===== config.mk =====
export PLATFORM = sky130hd
export DESIGN_NAME = mimosa_fatigue
export DESIGN_NICKNAME = d
export VERILOG_FILES = /design/src/rtl/mimosa_fatigue.sv
export SDC_FILE = /design/constraint.sdc
export NUM_CORES = 1
export LEC_CHECK = 0
export CORE_MARGIN = 3
export CORE_UTILIZATION = 45
export CTS_CLUSTER_SIZE = 24
export DETAILED_ROUTE_END_ITERATION = 8
export HOLD_SLACK_MARGIN = 0.06
export PLACE_DENSITY = 0.74
export RECOVER_POWER = 50
export SLEW_MARGIN = 30
export SYNTH_ARGS = -nofsm -noshare
export SYNTH_HDL_FRONTEND = slang
export SYNTH_SLANG_ARGS = --single-unit

===== constraint.sdc =====
create_clock -name clk -period 4.7 [get_ports clk]
set_input_delay 0.94 -clock clk [delete_from_list [all_inputs] [get_ports clk]]
set_output_delay 0.94 -clock clk [all_outputs]
set_load 0.01 [all_outputs]

===== src/rtl/mimosa_fatigue.sv =====
// mimosa_fatigue: plant fatigue/rest tracker with AWAKE/TIRED/EXHAUSTED/SLEEPING states.
module mimosa_fatigue #(
  parameter int FATIGUE_LIMIT = 4,
  parameter int TIRED_LIMIT   = 2,
  parameter int REST_LIMIT    = 3,
  parameter int COUNTER_WIDTH = 4
) (
  input  logic       clk,
  input  logic       rst_n,
  input  logic       stimulus,
  input  logic       reanimated,
  output logic [1:0] state,
  output logic       exhausted
);
  typedef enum logic [1:0] {AWAKE = 2'b00, TIRED = 2'b01, EXHAUSTED = 2'b10, SLEEPING = 2'b11} state_t;
  localparam logic [COUNTER_WIDTH-1:0] FL = FATIGUE_LIMIT[COUNTER_WIDTH-1:0];
  localparam logic [COUNTER_WIDTH-1:0] TL = TIRED_LIMIT[COUNTER_WIDTH-1:0];
  localparam logic [COUNTER_WIDTH-1:0] RL = REST_LIMIT[COUNTER_WIDTH-1:0];
  state_t                   state_q, state_d;
  logic                     exh_q, exh_d;
  logic [COUNTER_WIDTH-1:0] fat_q, fat_d, rest_q, rest_d;
  logic [COUNTER_WIDTH-1:0] rest_inc;
  logic                     rest_done;
  assign rest_inc  = rest_q + 1'b1;
  assign rest_done = rest_inc == RL;
  always_comb begin
    state_d = state_q;
    fat_d   = fat_q;
    rest_d  = rest_q;
    exh_d   = 1'b0;
    case (state_q)
      AWAKE, TIRED: begin
        // Fatigue moves first; the state decision looks at the new value so both land on the same edge.
        if (stimulus) begin
          fat_d  = (fat_q == FL) ? FL : fat_q + 1'b1;
          rest_d = '0;
        end else begin
          rest_d = rest_done ? '0 : rest_inc;
          fat_d  = (rest_done && fat_q != '0) ? fat_q - 1'b1 : fat_q;
        end
        state_d = (fat_d == FL) ? EXHAUSTED : (fat_d >= TL) ? TIRED : AWAKE;
        exh_d   = fat_d == FL;
      end
      EXHAUSTED: begin
        fat_d   = FL;
        rest_d  = (stimulus || rest_done) ? '0 : rest_inc;
        state_d = (!stimulus && rest_done) ? SLEEPING : EXHAUSTED;
      end
      default: begin
        if (reanimated) begin
          state_d = AWAKE;
          fat_d   = '0;
          rest_d  = '0;
        end
      end
    endcase
  end
  always_ff @(posedge clk or negedge rst_n) begin
    if (!rst_n) begin
      state_q <= AWAKE;
      exh_q   <= 1'b0;
      fat_q   <= '0;
      rest_q  <= '0;
    end else begin
      state_q <= state_d;
      exh_q   <= exh_d;
      fat_q   <= fat_d;
      rest_q  <= rest_d;
    end
  end
  assign state     = state_q;
  assign exhausted = exh_q;
endmodule


==> results_dict.tcl, run 1 <==
set metrics [dict create \
    fin_util_pct 53.3 \
    required_ns 4.86 \
    grt_pass1_wl_um 3220 \
    rows 15 \
    finalWirelength_um 1830 \
    final_cell_mix "nand2_1 (13), dfrtp_1 (11), inv_1 (6), nor2_1 (6)" \
    period_share_pct 61.1 \
    fin_skew_ns 0.00159 \
    die_h_um 49.3 \
    num-nets-final 112 \
    hold_viol_final 0 \
    cts_root_buffer "clkbuf_4" \
    num-fill-cells 169 \
    p_per_area_nw_per_um2 419 \
    tightest_slew_ns 0.530 \
    ys.flop_type "dfrtp_1" \
    synth-async-reset-ratio_pct 100 \
    numPlacedInstances 124 \
    yosysUniqueCellTypes 40 \
    syn_to_final_growth_pct 10.4 \
    cts_buffer_depth 2 \
    drt_pass1_iterations 4 \
    first_iter_violations 30 \
    synth_largest_area_cell "dfrtp_1" \
    io_pins 7 \
    cts-buffers-inserted 3 \
    drive_gt1_share_pct 9.71 \
    drv_slew 0 \
    die_area_um2 2430 \
    p_leak_uw 0.000401 \
    dr_total_vias 795 \
    run_status "finished clean" \
    n_antenna_cell 0 \
    ant_nets 0 \
    path_cells "dlygate4sd3_1 -> or3_4 -> a21oi_2 -> a311oi_1 -> a211oi_4 -> nand3_2 -> o31a_1" \
    start_util_pct 48.3 \
    synth_edf_count 0 \
    path_max_fanout 15 \
    startpoint_type "input port" \
    multi_input_area_um2 515 \
    portBuffers 6 \
    synth_nets 105 \
    final_common_cell "nand2_1" \
    maxSlewHeadroom_pct 64.3 \
    r2r_cells 7 \
    critPathMaxStageDelay_ns 0.72 \
    antenna_found_initial 0 \
    ys_ff_latch 11 \
    yosysSeqAreaShare_pct 32.6 \
    rsz0062_at_grt "no" \
    synth_area_leaders "dfrtp_1 (33%), ha_1 (5.9%), nand2_1 (5.8%)" \
    crit_path_top_delay_cell "dlygate4sd3_1" \
    yosys_warnings 0 \
    setup-violations-final 0 \
    cp.arrival_ns 3.04 \
    min_period_ns 2.87 \
    cts_setup_buffers 0 \
    gp_congestion 0.863 \
    synth.top_cell.area_share_pct 32.6 \
    worst-path-buf-inv 1 \
    wl_per_cell_um 14.3 \
    seq_area_um2 275 \
    holdCritPathClass "reg2reg" \
    crit_family "compound AO/OA/AOI/OAI gates" \
    worst_ir_drop_vdd_uv 246 \
    core_area_um2 1750 \
    cts_tree "yes" \
    worst_slack_ns 1.83 \
    finalNonFillerCells 128 \
    finalSetupTns_ns 0 \
    fmax_mhz 348 \
    place_ws_ns 1.63 \
    syn-cell-area_um2 843 \
    grt_max_degree 17 \
    grt_pass1_vias 765 \
    clk_pin_slew_ns 0.07 \
    dp_hpwl_um 1340 \
    maxCapViolCount 0 \
    post_cts_resized 0 \
    avgSynthCellArea_um2 8.69 \
    holdBufCountCts 0 \
    drc_errors 0 \
    gr-total-overflow 0 \
    syn-instance-count 97 \
    cts_num_sinks 11 \
    critPathKind "in2reg" \
    clk_latency_ns 0.28 \
    path_depth 7 \
    cp-end-kind "flip-flop" \
    die_w_um 49.3 \
    holdPathStages 1 \
    avgViaCountPerCell 6.21 \
    htree_levels 1 \
    track_usage_pct 17.1 \
]
## cells in the mapped netlist, types with 2 or more instances
cell,instances
a21oi_1,4
a41o_1,3
buf_2,2
dfrtp_1,11
ha_1,4
inv_1,6
nand2_1,13
nand2b_1,3
nand3_1,3
nand4_1,4
nor2_1,6
nor3_1,2
nor4_1,3
o21ai_0,3
o21ai_1,2
o22ai_1,3
o31ai_1,2
## power by group
group | internal (µW) | switching (µW)
logic | 73.0 | 88.7
registers | 116 | 47.4
clock network | 33.0 | 32.3
total | 222 | 168
## logic make-up after synthesis
| logic type | Yosys count | synth area share (%) |
|---|---|---|
| buffers and inverters | 10 | 6.23 |
| and+or+nand+nor | 42 | 26.6 |
| adders and majority gates | 4 | 5.93 |
| AOI/OAI and AO/OA | 30 | 28.6 |
| DFF | 11 | 32.6 |
## per-stage QoR
| step | total power [µW] | hold WS (ns) | cell area (µm²) |
|---|---|---|---|
| after floorplan | 277 | 0.475 | 843 |
| after global placement | 319 | 0.508 | 905 |
| after detailed placement | 324 | 0.517 | 905 |
| after CTS | 391 | 0.531 | 931 |
| after global routing | 421 | 0.559 | 931 |
| final | 390 | 0.534 | 931 |
## state kept, by name, summed over array words and instances, names as in the netlist
signal / cells
exhausted: 1
fat_q: 4
rest_q: 4
state: 2
## per-layer routing
metal | vias to the layer above | part of all wire [%] | track usage [%]
li1 | 380 | - | -
met1 | 379 | 44 | 22.3
met5 | - | 0 | 0
met4 | 0 | 1.7 | 11.4
met3 | 4 | 7.5 | 3.36
met2 | 32 | 46 | 25.4
## cell type report
type	count	share of cell area [%]
clock buffers	4	2.82
inverters	6	2.42
multi-input cells	76	55.4
flip-flops and latches	11	29.6
well taps	25	3.36
repair buffers	6	6.45
## worst paths after layout
path	start	slack, ns	to
max	stimulus	1.83	state[0]
min	rest_q[3]	0.53	rest_q[3]
max reg2reg	rest_q[0]	2.46	state[0]
min reg2reg	rest_q[3]	0.53	rest_q[3]
max in group asynchronous	rst_n	3.32	rest_q[3]
min in group asynchronous	rst_n	1.05	fat_q[0]
(Power assumes the default switching activity.)
==> inputs of run 2 (changes only) <==
- clock period: 4.7 -> 2.9 ns (I/O delays scaled with it)
==> results_dict.tcl, run 2 (same netlist as run 1, synthesis figures left out) <==
set metrics [dict create \
    wl_per_cell_um 13.8 \
    cts_setup_buffers 0 \
    numPlacedInstances 125 \
    period_share_pct 75.4 \
    start_util_pct 48.3 \
    portBuffers 6 \
    syn_to_final_growth_pct 10.8 \
    fin_skew_ns 0.00231 \
    cts_root_buffer "clkbuf_4" \
    path_max_fanout 4 \
    startpoint_type "input port" \
    worst_ir_drop_vdd_uv 378 \
    htree_levels 1 \
    grt_max_degree 17 \
    worst_slack_ns 0.714 \
    critPathKind "in2reg" \
    cp.arrival_ns 2.35 \
    ant_nets 0 \
    first_iter_violations 16 \
    min_period_ns 2.19 \
    rows 15 \
    fin_util_pct 53.5 \
    cts_buffer_depth 2 \
    finalNonFillerCells 129 \
    track_usage_pct 16.7 \
    die_w_um 49.3 \
    gr-total-overflow 0 \
    drv_slew 0 \
    die_area_um2 2430 \
    p_leak_uw 0.000402 \
    dp_hpwl_um 1320 \
    p_per_area_nw_per_um2 682 \
    drt_pass1_iterations 4 \
    die_h_um 49.3 \
    drive_gt1_share_pct 9.62 \
    cts_num_sinks 11 \
    holdBufCountCts 0 \
    grt_pass1_wl_um 3150 \
    fmax_mhz 457 \
    drc_errors 0 \
    run_status "finished clean" \
    rsz0062_at_grt "no" \
    num-nets-final 113 \
    cp-end-kind "flip-flop" \
    tightest_slew_ns 0.520 \
    clk_pin_slew_ns 0.07 \
    hold_viol_final 0 \
    maxSlewHeadroom_pct 65.2 \
    maxCapViolCount 0 \
    required_ns 3.06 \
    final_common_cell "nand2_1" \
    antenna_found_initial 0 \
    place_ws_ns 0.423 \
    final_cell_mix "nand2_1 (13), dfrtp_1 (11), inv_1 (6), nor2_1 (6), clkdlybuf4s50_1 (5)" \
    finalWirelength_um 1780 \
    grt_pass1_vias 715 \
    core_area_um2 1750 \
    gp_congestion 0.874 \
    holdCritPathClass "reg2reg" \
    post_cts_resized 0 \
    finalSetupTns_ns 0 \
    n_antenna_cell 0 \
    dr_total_vias 745 \
    cts_tree "yes" \
    clk_latency_ns 0.27 \
    setup-violations-final 0 \
    io_pins 7 \
    cts-buffers-inserted 3 \
    avgViaCountPerCell 5.78 \
]
## run 2: path summary, 6_finish.rpt
kind                            startpoint        end  slack, ns  cells after the start
worst min register to register   rest_q[3]  rest_q[3]       0.53                      1
worst min-delay path             rest_q[3]  rest_q[3]       0.53                      1
max in group asynchronous            rst_n   fat_q[2]       1.84                      1
worst max-delay path              stimulus   state[0]       0.71                      7
worst max register to register   rest_q[0]   state[0]       0.71                      7
min in group asynchronous            rst_n  rest_q[1]       0.71                      1
## run 2: stage by stage
step                cell area [µm²]  total power, µW  hold WS (ns)
floorplan                       843              448         0.284
global placement                912              518         0.504
detailed placement              912              528         0.515
CTS                             938              637         0.528
global route                    935              688         0.575
finish                          935              637         0.528
## run 2: worst max-delay path, stage by stage
cell and delay, ns:
clkdlybuf4s50_1 0.45, or3_4 0.40, a21oi_2 0.14, a311oi_1 0.08
a211oi_4 0.30, nand3_2 0.11, o31a_1 0.30
## run 2: where the power goes
part	leakage [µW]	switching (µW)	internal (µW)
Sequential	0.000141	75.7	187
Combinational	0.000245	147	120
Clock	0.0000150	54.8	53.4
## run 2: routing by layer
layer  share of wire (%)  up-vias  global-route usage, %
met5                   0        -                      0
met3                 2.4        5                   3.06
met1                  52      347                   22.8
met2                  43        8                   25.4
li1                    -      385                      -
met4                 2.1        0                   7.58
## run 2: area by class of cell
cell class / count / area, µm²
Clock buffer: 4 / 26.3
Fill cell: 165 / 811
Timing Repair Buffer: 7 / 63.8
Multi-Input combinational cell: 76 / 515
Sequential cell: 11 / 275
Tap cell: 25 / 31.3
Inverter: 6 / 22.5
==> inputs of run 3 (changes only) <==
- clock period: 2.9 -> 2.08 ns (I/O delays scaled with it)
==> results_dict.tcl, run 3 (same netlist as run 1, synthesis figures left out) <==
set metrics [dict create \
    final_cell_mix "nand2_1 (13), buf_4 (11), dfrtp_1 (10)" \
    cts_num_sinks 11 \
    finalWirelength_um 1900 \
    grt_max_degree 16 \
    maxSlewHeadroom_pct 65.2 \
    crit_path_top_delay_cell "clkdlybuf4s50_1" \
    fin_skew_ns 0.00129 \
    startpoint_type "input port" \
    hold_slack_ns 0.551 \
    path_cells "clkdlybuf4s50_1 -> or3_4 -> a21oi_2 -> a311oi_1 -> a211oi_4 -> nand3_2 -> o31a_1" \
    grt_pass1_wl_um 3440 \
    rsz0062_at_grt "no" \
    maxCapViolCount 0 \
    busiest_layer "met2" \
    cts_tree "yes" \
    die_h_um 49.3 \
    cts-buffers-inserted 3 \
    gr-total-overflow 0 \
    hold_viol_final 0 \
    finalNonFillerCells 139 \
    holdCritPathClass "in2async" \
    drt_pass1_iterations 4 \
    drive_gt1_share_pct 21.9 \
    grt_pass1_vias 843 \
    n_antenna_cell 0 \
    period_share_pct 93.5 \
    r2r_cells 7 \
    setup-violations-final 0 \
    clk_latency_ns 0.27 \
    cts_setup_buffers 0 \
    drv_slew 0 \
    grtUsageMet3_pct 2.45 \
    io_pins 7 \
    run_status "finished clean" \
    totalPowerFinal_uw 941 \
    critPathKind "in2reg" \
    wl_per_cell_um 13.7 \
    path_depth 7 \
    grt_use_met1_pct 22.6 \
    gp_congestion 0.913 \
    clk_pin_slew_ns 0.07 \
    syn_to_final_growth_pct 22.0 \
    numPlacedInstances 135 \
    finalSetupTns_ns 0 \
    die_w_um 49.3 \
    tightest_slew_ns 0.521 \
    die_area_um2 2430 \
    cts_root_buffer "clkbuf_4" \
    p_per_area_nw_per_um2 915 \
    r2r_start "rest_q[0]" \
    htree_levels 1 \
    num-nets-final 123 \
    p_leak_uw 0.000459 \
    worst_ir_drop_vdd_uv 583 \
    start_util_pct 48.3 \
    rows 15 \
    final_common_cell "nand2_1" \
    critPathMaxStageDelay_ns 0.42 \
    min_period_ns 1.94 \
    cp.arrival_ns 2.11 \
    required_ns 2.24 \
    first_iter_violations 15 \
    portBuffers 6 \
    ant_nets 0 \
    worst-path-buf-inv 1 \
    use_met2_pct 28.6 \
    core_area_um2 1750 \
    cts_buffer_depth 2 \
    path_max_fanout 2 \
    track_usage_pct 17.8 \
    drc_errors 0 \
    dp_hpwl_um 1450 \
    cp-end-kind "flip-flop" \
    dr_total_vias 802 \
    antenna_found_initial 0 \
    crit_family "compound AO/OA/AOI/OAI gates" \
    avgViaCountPerCell 5.77 \
    critPathLaunch "stimulus" \
    holdBufCountCts 0 \
    fmax_mhz 514 \
]
-- run 3: per-stage QoR --
step	area [µm²]	utilization, %	setup slack [ns]
after floorplan	843	-	0.116
after detailed placement	987	56.6	-0.144
final	1030	58.9	0.135
after CTS	1010	58.1	0.0529
after global routing	1030	58.9	0.0236
after global placement	987	56.6	-0.150
-- run 3: report_power, final --
group / total, µW / leakage [µW] / internal [µW] / switching (µW)
Clock: 149 / 0.0000150 / 74.4 / 74.9
Combinational: 476 / 0.000304 / 212 / 264
Sequential: 316 / 0.000140 / 262 / 55.0
-- run 3: path summary, 6_finish.rpt --
check	end	slack [ns]
min	fat_q[3]	0.55
max	state[0]	0.14
min reg2reg	rest_q[3]	0.55
min in group clk	rest_q[3]	0.55
max in group asynchronous	fat_q[1]	1.15
max reg2reg	state[0]	0.17
-- run 3: metal layers --
layer | part of all wire [%] | vias up
met1 | 47 | 376
met5 | 0 | -
met2 | 48 | 18
met4 | 2.5 | 0
li1 | - | 403
met3 | 2.6 | 5
-- run 3: area by class of cell --
cell class | count | area (µm²)
well taps | 25 | 31.3
flip-flops and latches | 11 | 277
fillers | 158 | 717
inverters | 6 | 22.5
repair buffers | 17 | 143
clock buffers | 4 | 26.3
multi-input cells | 76 | 529
-- run 3: what timing repair did --
item                                   in CTS  in global routing
setup endpoints to repair                   0                  4
endpoints found under the hold margin       0                  0
gates resized for setup                     0                  4
-- run 3: worst register-to-register path: stages (launching register included) --
cell and delay [ns]:
dfrtp_1 0.38, buf_4 0.15, a21bo_1 0.21, a41o_2 0.32
a21oi_1 0.15, a311o_1 0.20, nand3_2 0.10, o31a_1 0.28
==> RTL edit, RTL diff (config.mk and constraints of run 2) <==
Put one more register stage on the output `state`, with the module's reset. The value now appears one clock later. The other outputs are not delayed to match.
--- a/src/rtl/mimosa_fatigue.sv
+++ b/src/rtl/mimosa_fatigue.sv
@@ -70,3 +70,9 @@
   end
-  assign state     = state_q;
+  always_ff @(posedge clk or negedge rst_n) begin
+    if (!rst_n) begin
+      state <= '0;
+    end else begin
+      state <= state_q;
+    end
+  end
   assign exhausted = exh_q;
Formal check against the unedited RTL: not equivalent (a bounded check fails within 4 cycles, from zero or initial values and one cycle with rst_n low).
==> RTL edit against run 2 <==
Wire length fell by 2.4%. Sequential share of layout area increased by 5.1 points. Synthesized cell count decreased by 3.1%. Area after synthesis grew 1.3%. Design area grew 0.80%. Total power increased by 5.4%. Sequential cell count grew 2. Worst setup slack worse by 0.11 ns. Largest cell class unchanged. Highest routed layer unchanged.
==> RTL edit: results (changes against run 2) <==
stage	metric	value	unit	change
min_path	hold depth	0		-1
worst_setup_path	CP Max Fanout	12		+8
grt	largest net degree at the start of global routing	15		-2
drt	initial drt markers	10		-6
timing	Final Skew	0.00617	ns	+0.00386 ns
pwr	Sw Share	40.3	%	-3.2 points
synth	asr flop ratio synth	100	%	unchanged
placement	detailed placement HPWL	1290	µm	-2.1%
grt	vias in the first global route	705		-1.4%
synth	Yosys cell types	38		-5.0%
drt	Vias per Instance	5.71		-1.2%
synth	register area share after synthesis	38.1	%	+5.4 points
synth	Commonest cells post-synth	nand2_1, dfrtp_1, nor2_1, o21ai_0		
cts	clock buffer depth	2		unchanged
finish	# fillers	186		+13%
timing	Least-Margin Pin Slew	0.568	ns	+0.0480 ns
drt	Total Wirelength	1740	µm	-2.4%
grt	Total GRT Usage	16.8	%	+0.074 points
pwr	VDD IR max	460	µV	+22%
finish	final net count	110		-2.7%
synth	synth top area cells	dfrtp_1, nand2_1, ha_1		
placement	gpl congestion	0.759		-13%
finish	ratio of cells with drive above 1 in the final layout	11.9	%	+2.3 points
worst_setup_path	flop2flop setup slack	0.81	ns	+0.10 ns
cts	post-cts resize count	0		unchanged
run_status	status	finished, final reports clean		
pwr	leakage dissipation	0.400	nW	-0.42%
synth	Synthesized Nets	102		-2.9%
worst_setup_path	Reg2Reg Depth	8		+1
[RTL edit: kinds of logic after synthesis]
logic type | Yosys count | share of synthesized area [%]
buffers and inverters | 8 | 6.15
adder cells (fa/ha/maj) | 4 | 5.86
AO/OA/AOI/OAI | 29 | 25.8
flip-flops | 13 | 38.1
AND/OR/NAND/NOR | 39 | 23.1
XOR/XNOR | 1 | 1.03
[RTL edit: through the flow]
step | setup WS (ns) | std cells | area, µm² | utilization [%] | hold slack (ns)
floorplan | 1.02 | 94 | 855 | - | 0.284
global placement | 0.354 | 122 | 916 | 51.9 | 0.464
detailed placement | 0.330 | 122 | 916 | 51.9 | 0.456
CTS | 0.616 | 126 | 942 | 53.4 | 0.498
global route | 0.497 | 126 | 942 | 53.4 | 0.515
finish | 0.600 | 126 | 942 | 53.4 | 0.489
[RTL edit: layer usage]
layer	global-route usage, %	wire length [µm]
met4	5.53	20
met1	20.1	774
met3	5.44	56
met2	28.2	890
met5	0	0
[RTL edit: final timing paths]
check / from / to
max: stimulus / state_q[0]
min: state_q[0] / state[0]
max reg2reg: fat_q[0] / state_q[0]
min reg2reg: state_q[0] / state[0]
max in group asynchronous: rst_n / state_q[0]
min in group asynchronous: rst_n / rest_q[2]
[RTL edit: cell type report]
cell class                 instances  area, µm²  share of cell area (%)
multi-input combinational         73        477                    50.6
sequential                        13        325                    34.5
timing repair buffer               7       67.6                    7.17
tap                               25       31.3                    3.32
clock buffer                       4       26.3                    2.79
inverter                           4       15.0                    1.59
[RTL edit: critical path, stage by stage]
cell and delay (ns):
clkdlybuf4s50_1 0.59, o31a_1 0.35, o22ai_1 0.14, a31oi_1 0.09, a311oi_4 0.34, a21oi_2 0.08, a211o_1 0.28
[RTL edit: power by group through the flow]
stage          Sequential [W]  Combinational [W]  Clock [W]
3_5_place_dp         0.000305           0.000254          0
4_1_cts              0.000302           0.000260   0.000117
5_1_grt              0.000317           0.000292   0.000127
2_1_floorplan        0.000276           0.000207          0
6_report             0.000303           0.000257   0.000111
3_3_place_gp         0.000303           0.000248          0
